<file path="config.mk">
export PLATFORM = sky130hd
export DESIGN_NAME = serial_nibble_deserializer
export DESIGN_NICKNAME = d
export VERILOG_FILES = /design/src/rtl/serial_nibble_deserializer.sv
export SDC_FILE = /design/constraint.sdc
export NUM_CORES = 1
export LEC_CHECK = 0
export BUFFER_PORTS_ARGS = -buffer_cell sky130_fd_sc_hd__buf_2
export CORE_UTILIZATION = 47
export CTS_CLUSTER_DIAMETER = 50
export DETAILED_ROUTE_END_ITERATION = 10
export PLACE_DENSITY = 0.75
export SYNTH_ARGS = -nofsm -noshare
export SYNTH_HDL_FRONTEND = slang
export SYNTH_SLANG_ARGS = --single-unit
</file>
<file path="constraint.sdc">
create_clock -name i_clk -period 1.1 [get_ports i_clk]
set_input_delay 0.055 -clock i_clk [delete_from_list [all_inputs] [get_ports i_clk]]
set_output_delay 0.055 -clock i_clk [all_outputs]
set_load 0.01 [all_outputs]
</file>
<file path="src/rtl/serial_nibble_deserializer.sv">
// Framed serial-to-parallel receiver: start(0), WIDTH data bits LSB first, stop(1).
// Good frames load o_Y and pulse o_valid; a bad stop bit pulses o_err instead.
module serial_nibble_deserializer #(
  parameter int WIDTH = 4
) (
  input  logic             i_clk,
  input  logic             i_reset,
  input  logic             i_enable,
  input  logic             i_A,
  output logic [WIDTH-1:0] o_Y,
  output logic             o_valid,
  output logic             o_err,
  output logic             o_busy
);

  localparam int CW = (WIDTH > 1) ? $clog2(WIDTH) : 1;
  localparam logic [CW-1:0] LAST = CW'(WIDTH - 1);

  typedef enum logic [1:0] {S_IDLE, S_DATA, S_STOP} state_t;

  state_t           r_state, w_state_nxt;
  logic [CW-1:0]    r_cnt, w_cnt_nxt;
  logic [WIDTH-1:0] r_sh, w_sh_nxt;
  logic [WIDTH-1:0] r_y, w_y_nxt;
  logic             r_valid, w_valid_nxt;
  logic             r_err, w_err_nxt;

  always_ff @(posedge i_clk) begin
    if (i_reset) begin
      r_state <= S_IDLE;
      r_cnt   <= '0;
      r_sh    <= '0;
      r_y     <= '0;
      r_valid <= 1'b0;
      r_err   <= 1'b0;
    end else begin
      r_state <= w_state_nxt;
      r_cnt   <= w_cnt_nxt;
      r_sh    <= w_sh_nxt;
      r_y     <= w_y_nxt;
      r_valid <= w_valid_nxt;
      r_err   <= w_err_nxt;
    end
  end

  // Pulses default low so they last exactly one cycle, including when enable drops.
  always_comb begin
    w_state_nxt = r_state;
    w_cnt_nxt   = r_cnt;
    w_sh_nxt    = r_sh;
    w_y_nxt     = r_y;
    w_valid_nxt = 1'b0;
    w_err_nxt   = 1'b0;
    if (i_enable) begin
      unique case (r_state)
        S_IDLE: begin
          if (!i_A) begin
            w_state_nxt = S_DATA;
            w_cnt_nxt   = '0;
          end
        end
        S_DATA: begin
          w_sh_nxt[r_cnt] = i_A;
          if (r_cnt == LAST) begin
            w_state_nxt = S_STOP;
          end else begin
            w_cnt_nxt = r_cnt + CW'(1);
          end
        end
        S_STOP: begin
          if (i_A) begin
            w_y_nxt     = r_sh;
            w_valid_nxt = 1'b1;
          end else begin
            w_err_nxt = 1'b1;
          end
          w_state_nxt = S_IDLE;
        end
        default: w_state_nxt = S_IDLE;
      endcase
    end
  end

  assign o_Y     = r_y;
  assign o_valid = r_valid;
  assign o_err   = r_err;
  assign o_busy  = (r_state != S_IDLE);

endmodule

</file>
After elaboration in Yosys (flattened, before gate mapping)
Cells that the tools add are included.
- register bits after elaboration: 14
- input port bits: 4
- output and inout port bits: 7
- logic and storage cells: 37
- add/subtract/negate cells: 1
- magnitude comparators: 2
- eq/ne operators: 6
- multiplexer cells: 11
- bitwise gates (word level): 2
- reductions and logical operators: 9
- operators with widths (cell ; number):
    $mux W2 ; 4
    $pmux W2 S2 ; 2
    $ne A2 B2 Y1 const B ; 3
    $reduce_and A3 Y1 ; 2
    $bwmux W4 ; 1
    $eq A2 B2 Y1 const B ; 2
    $reduce_and A4 Y1 ; 1
    $reduce_bool A2 Y1 ; 2
    $lt A2 B3 Y1 const B ; 1
    $mux W1 ; 3
    $reduce_or A3 Y1 ; 1
    $add A2 B1 Y2 const B ; 1
    $demux W1 S2 ; 1
    $eq A2 B1 Y1 const B ; 1
    $ge A2 B1 Y1 const B ; 1
    $logic_not A2 Y1 ; 1
    $not A1 Y1 ; 2
    $reduce_and A2 Y1 ; 1
    $logic_and A1 B1 Y1 ; 1

Longest topological paths before layout
Gate-level depths: netlist of run 1.
- depth after elaboration: 5
- depth in mapped cells: 5

Least setup slack after synthesis of run 1
Ideal clock, no wire load.
- path type: flip-flop to flip-flop
- start: register r_cnt[0]
- end: register r_cnt[1]
- data arrival time: 1.021 ns
- setup slack: -0.053 ns
- cell stages (with the launch flop): 6
- buffers on the path: 0
- clock period less this slack: 1.153 ns
- path through: dfxtp_1 inv_1 ha_1 and3b_1 nand4_1 a21oi_1
- cells in the longest elaborated chain, start to end: 3
- RTL lines (element ; line ; RTL):
    from (decl) ; 22 ; logic [CW-1:0] r_cnt, w_cnt_nxt;
    from (signal assigned) ; 38 ; r_cnt <= w_cnt_nxt;
    $add A2 B1 Y2 / $eq A2 B2 Y1 (equally long branches) ; 67, 64 ;
    $mux W2 / $ne A2 B2 Y1 (equally long branches) ; -- ;
    $pmux W2 S2 / $reduce_and A4 Y1 (equally long branches) ; -- ;
Several ways; a longest one is shown, not always the timed one. The select of a mux whose other input is x is not followed.
A chain may end at the register's enable or synchronous reset.

Worst setup path in the final report of run 1
Same ends and word-level chain as after synthesis.

==> impl_metrics.env, run 1 <==
export IMPL_rsz0062_at_grt="yes"
export IMPL_slew_headroom=0.831
export IMPL_grt_max_degree=16
export IMPL_drive_above_1_share=0.419
export IMPL_ys_types=24
export IMPL_synth_area_top_cells="dfxtp_1 (40%), mux2i_1 (13%), ha_1 (7.1%), nor2_1 (5.4%), nand4b_1 (5.0%)"
export IMPL_syn_area_per_cell_sq_um=10.0
export IMPL_synth_top_family_by_area="simple AND/OR/NAND/NOR gates"
export IMPL_placed_cell_area_sq_um=778
export IMPL_drt_total_wl_um=1400
export IMPL_hold_class="in2reg"
export IMPL_arrival_ps=1280
export IMPL_final_cell_mix="nor2_1 (10), dfxtp_1 (10), mux2i_1 (9), buf_2 (9), buf_4 (6)"
export IMPL_drt_pass1_iter_count=4
export IMPL_cp_max_fo=5
export IMPL_cts_root_buf="clkbuf_4"
export IMPL_fmax_mhz=881
export IMPL_hold_end="r_sh[1]"
export IMPL_cts_tree="done"
export IMPL_layout_nets=96
export IMPL_clk_path_buf_depth=2
export IMPL_synth_compound_area_frac=0.0536
export IMPL_cts_hold_buf=0
export IMPL_synth_area_sq_um=701
export IMPL_yosys_area_top_type="dfxtp_1"
export IMPL_fin_crit_ps=1130
export IMPL_fin_util=0.662
export IMPL_tightest_slew_ps=253
export IMPL_yosys_area_share_simple=0.289
export IMPL_worstSetupPathType="reg2reg"
export IMPL_area_growth_pct=27.5
export IMPL_crit_path_top_delay_cell="dfxtp_4"
export IMPL_grt_ovfl_total=0
export IMPL_power_density_nw_per_um2=1030
export IMPL_skew_ps=3.89
export IMPL_std_cell_rows=13
export IMPL_clk_latency_ps=260
export IMPL_hpwlAfterDp_um=916
export IMPL_ys_ff_latch=14
export IMPL_drv_slew=0
export IMPL_reg2regPathDepth=4
export IMPL_chipHeight_um=40.6
export IMPL_core_area_sq_um=1350
export IMPL_violations="setup timing"
export IMPL_crit_path_start_kind="register"
export IMPL_setup_ws_ps=-35.0
export IMPL_synth_adder_area_share=0.0714
export IMPL_hold_violations=0
export IMPL_synth_top_area_share=0.400
export IMPL_total_leakage_power_nw=0.442
export IMPL_num_vias=553
export IMPL_reg2reg_slack_ps=-30
export IMPL_endpoint_kind="register"
export IMPL_synth_cells=70
export IMPL_cpPeakStageDelay_ps=380
export IMPL_crit_family="flip-flops"
export IMPL_path_buf_inv=0
export IMPL_min_from="i_reset"
export IMPL_die_width_um=40.6
export IMPL_vdd_ir_drop_worst_v=0.00104
export IMPL_grt_pass1_wl_um=2300
export IMPL_worst_hold_slack_ps=116
export IMPL_crit_required_ps=1250
export IMPL_muxShareOfSynthArea=0.129
export IMPL_antenna_left=0
export IMPL_synth_xor_area_frac=0
export IMPL_grt_pass1_vias=548
export IMPL_yosysSeqAreaShare=0.400
export IMPL_routed_via_density=5.48
export IMPL_regToRegEndpoint="r_cnt[1]"
export IMPL_io_pins=11
export IMPL_crit_path_cell_trace="ha_4, and2_4, o31ai_2, a21oi_1"
export IMPL_wl_per_cell_um=13.8
export IMPL_place_inst=95
export IMPL_fin_crit_sh=1.03
export IMPL_antennaDiodeCount=0
export IMPL_status="finished with violations"
export IMPL_drv_cap=0
export IMPL_preCtsSetupSlack_ps=-60.9
export IMPL_die_area_sq_um=1650
export IMPL_track_usage=0.211
export IMPL_htreeDepth=1
export IMPL_antenna_found_initial=0
export IMPL_yosys_warnings=0
export IMPL_min_path_cells=2
export IMPL_finalSetupViolCount=2
export IMPL_portBuffers=10
export IMPL_stdcell_area_sq_um=893
export IMPL_cts_sinks=14
export IMPL_start_util=0.519
export IMPL_drt_iter0_drc=2
export IMPL_drcViolationCount=0
export IMPL_syn_num_nets=78
export IMPL_cts_made_buffers=3
export IMPL_path_clk_slew_ps=80
export IMPL_fin_cells=101
export IMPL_reg2reg_from="r_cnt[0]"
export IMPL_gp_congestion=0.700
## routing by layer
layer / GRT usage / vias to the layer above / part of all wire
met1: 0.264 / 268 / 0.46
li1: - / 275 / -
met5: 0 / - / 0
met3: 0.0163 / 2 / 0.021
met4: 0.100 / 0 / 0.010
met2: 0.365 / 8 / 0.51
## layout make-up
cell class,instances,area [sq um]
Fill cell,103,457
Multi-Input combinational cell,49,423
Sequential cell,14,293
Timing Repair Buffer,18,124
Clock buffer,3,22.5
Tap cell,15,18.8
Inverter,2,12.5
## power breakdown
part	leakage, nW	switching (W)	internal, W
Sequential	0.116	0.0000159	0.000510
Clock	0.0138	0.000147	0.000126
Combinational	0.313	0.0000566	0.0000608
Total	0.442	0.000219	0.000697
## logic make-up after synthesis
| logic type | count (synthesis) |
|---|---|
| AND/OR/NAND/NOR | 30 |
| buffers and inverters | 7 |
| flip-flops | 14 |
| AO/OA/AOI/OAI | 6 |
| adder cells (fa/ha/maj) | 4 |
| multiplexers | 9 |
## repair_timing
action	CTS	global route
pin swaps	6	2
buffers inserted	3	0
setup endpoints to repair	11	7
gates resized for setup	15	4
gates cloned	0	0
## how the worst max path moves through the flow
stage	startpoint	end	slack (ps)	cells after the start
floorplan	r_cnt[0]	r_cnt[1]	9	5
global placement	r_cnt[1]	r_cnt[1]	-70	5
detailed placement	r_cnt[1]	r_cnt[1]	-60	5
CTS	r_cnt[0]	r_cnt[1]	-20	5
global route	r_cnt[0]	r_cnt[1]	-100	5
finish	r_cnt[0]	r_cnt[1]	-30	4
## stage by stage
step | setup TNS (ps) | total power, W
floorplan | 0 | 0.000614
global placement | -117 | 0.000641
detailed placement | -254 | 0.000642
CTS | -17.3 | 0.000922
global route | -218 | 0.000950
finish | -35.9 | 0.000917
## synth_stat cells, drive strengths merged
| cell type | count |
|---|---|
| nand4b | 5 |
| o31ai | 2 |
| nand4 | 2 |
| and2 | 1 |
| dfxtp | 14 |
| mux2i | 9 |
| nand2 | 1 |
| a21o | 1 |
| and3b | 1 |
| ha | 4 |
| a21oi | 3 |
| inv | 2 |
| nor3b | 2 |
| and2b | 2 |
| nor4b | 1 |
| or2 | 1 |
| nor2 | 10 |
| buf | 4 |
| clkbuf | 1 |
| nand2b | 4 |
## sequential cells by signal (all words and copies together) (netlist names)
register  count
o_Y           4
o_err         1
r_state       2
r_sh          4
r_cnt         2
o_valid       1
Power figures use the tool's default switching activity.
==> run 2: changes to the inputs <==
==> constraint.sdc (replaced) <==
create_clock -name i_clk -period 1.1 [get_ports i_clk]
set_input_delay 0.22 -clock i_clk [delete_from_list [all_inputs] [get_ports i_clk]]
set_output_delay 0.22 -clock i_clk [all_outputs]
set_load 0.01 [all_outputs]
==> impl_metrics.env, run 2 (same netlist as run 1, synthesis figures left out) <==
export IMPL_cts_hold_buf=0
export IMPL_vdd_ir_drop_worst_v=0.000768
export IMPL_fin_crit_sh=1.09
export IMPL_use_met2=0.337
export IMPL_regArea_sq_um=295
export IMPL_sequentialPowerShare=0.542
export IMPL_antenna_left=0
export IMPL_cts_tree="done"
export IMPL_crit_required_ps=880
export IMPL_cp_max_fo=2
export IMPL_area_growth_pct=42.7
export IMPL_num_vias=566
export IMPL_multi_input_area_sq_um=474
export IMPL_track_usage=0.222
export IMPL_worstSetupStartpoint="r_state[1]"
export IMPL_grt_busiest_layer="met2"
export IMPL_grt_pass1_wl_um=2260
export IMPL_start_util=0.519
export IMPL_placed_cell_area_sq_um=763
export IMPL_endpoint_kind="output port"
export IMPL_layout_nets=101
export IMPL_path_clk_slew_ps=80
export IMPL_worstSetupPathType="reg2out"
export IMPL_total_leakage_power_nw=0.479
export IMPL_antenna_found_initial=0
export IMPL_hpwlAfterDp_um=830
export IMPL_drive_above_1_share=0.484
export IMPL_final_cell_mix="nor2_1 (10), dfxtp_1 (10), mux2i_1 (9), buf_2 (9)"
export IMPL_finalSetupViolCount=6
export IMPL_drv_cap=0
export IMPL_place_inst=93
export IMPL_drt_pass1_iter_count=4
export IMPL_fmax_mhz=838
export IMPL_reg2reg_from="r_cnt[0]"
export IMPL_fin_crit_ps=1190
export IMPL_hold_violations=0
export IMPL_grt_use_met1=0.265
export IMPL_tightest_slew_ps=288
export IMPL_crit_path_start_kind="register"
export IMPL_wl_per_cell_um=14.5
export IMPL_internal_power_w=0.000718
export IMPL_use_met3=0.0543
export IMPL_std_cell_rows=13
export IMPL_die_area_sq_um=1650
export IMPL_routed_via_density=5.34
export IMPL_combPwrFrac=0.166
export IMPL_antennaDiodeCount=0
export IMPL_power_density_nw_per_um2=959
export IMPL_swShare=0.251
export IMPL_gp_congestion=0.647
export IMPL_stdcell_area_sq_um=1000
export IMPL_slew_headroom=0.808
export IMPL_drt_total_wl_um=1540
export IMPL_drt_iter0_drc=17
export IMPL_min_from="i_reset"
export IMPL_grt_max_degree=16
export IMPL_htreeDepth=1
export IMPL_clk_latency_ps=270
export IMPL_p_clk_frac=0.292
export IMPL_arrival_ps=970
export IMPL_cts_root_buf="clkbuf_4"
export IMPL_status="finished with violations"
export IMPL_portBuffers=10
export IMPL_drcViolationCount=0
export IMPL_cts_made_buffers=3
export IMPL_setup_ws_ps=-93.5
export IMPL_violations="setup timing"
export IMPL_nFillCells=94
export IMPL_grt_ovfl_total=0
export IMPL_grt_pass1_vias=504
export IMPL_rsz0062_at_grt="yes"
export IMPL_io_pins=11
export IMPL_chipHeight_um=40.6
export IMPL_die_width_um=40.6
export IMPL_cts_sinks=14
export IMPL_clk_path_buf_depth=2
export IMPL_drv_slew=0
export IMPL_fin_cells=106
export IMPL_power_switching_w=0.000241
export IMPL_skew_ps=1.13
export IMPL_core_area_sq_um=1350
export IMPL_hold_class="in2reg"
-- run 2: changes by cell type in the layout (fill, tap and decap cells not counted), moves of 2 or more --
cell | previous run | this run
buf_6 | 3 | 7
ha_4 | 2 | 4
o31ai_2 | 2 | 0
o31ai_4 | 0 | 2
-- run 2: timing repair --
item	in CTS	in global routing
buffers inserted	7	3
pin swaps	15	8
cloned	0	0
setup endpoints to repair	7	8
resized for setup	24	7
-- run 2: worst paths after layout --
path | slack, ps | to | cells past startpoint
worst max register to register | -80 | r_cnt[1] | 5
worst min register to register | 490 | o_Y[1] | 2
worst max-delay path | -90 | o_busy | 2
worst min-delay path | 300 | o_Y[2] | 2
-- run 2: final cells by class --
class | instances | share of cell area
Inverter | 2 | 0.0125
Sequential cell | 14 | 0.295
Timing Repair Buffer | 23 | 0.176
Clock buffer | 3 | 0.0225
Multi-Input combinational cell | 49 | 0.474
Tap cell | 15 | 0.0188
-- run 2: stage by stage --
| step | power (W) | utilization | worst slack, ps | setup TNS, ps | hold slack [ps] |
|---|---|---|---|---|---|
| 6_report | 0.000959 | 0.741 | -93.5 | -252 | 296 |
| 5_1_grt | 0.000998 | 0.741 | -125 | -587 | 305 |
| 4_1_cts | 0.000942 | 0.692 | -95.2 | -174 | 277 |
| 3_5_place_dp | 0.000639 | 0.565 | -103 | -194 | 481 |
| 3_3_place_gp | 0.000637 | 0.565 | -50.0 | -98.3 | 470 |
| 2_1_floorplan | 0.000614 | - | 9.32 | 0 | 282 |
-- run 2: worst max-delay path, cell delays in order (launching register included) --
cell and delay (ps):
dfxtp_4 340, or2_4 240, buf_6 120
-- run 2: power by group through the flow --
| stage | clock, W | combinational (W) | sequential, W |
|---|---|---|---|
| final | 0.000280 | 0.000159 | 0.000520 |
| after global routing | 0.000306 | 0.000171 | 0.000521 |
| after CTS | 0.000281 | 0.000142 | 0.000519 |
| after detailed placement | 0 | 0.0000976 | 0.000541 |
| after global placement | 0 | 0.0000962 | 0.000541 |
| after floorplan | 0 | 0.0000782 | 0.000535 |
-- run 2: layer usage --
layer  wire length, um  up-vias
li1                  -      288
met4                35        0
met5                 0        -
met2               731       14
met1               702      260
met3                65        4
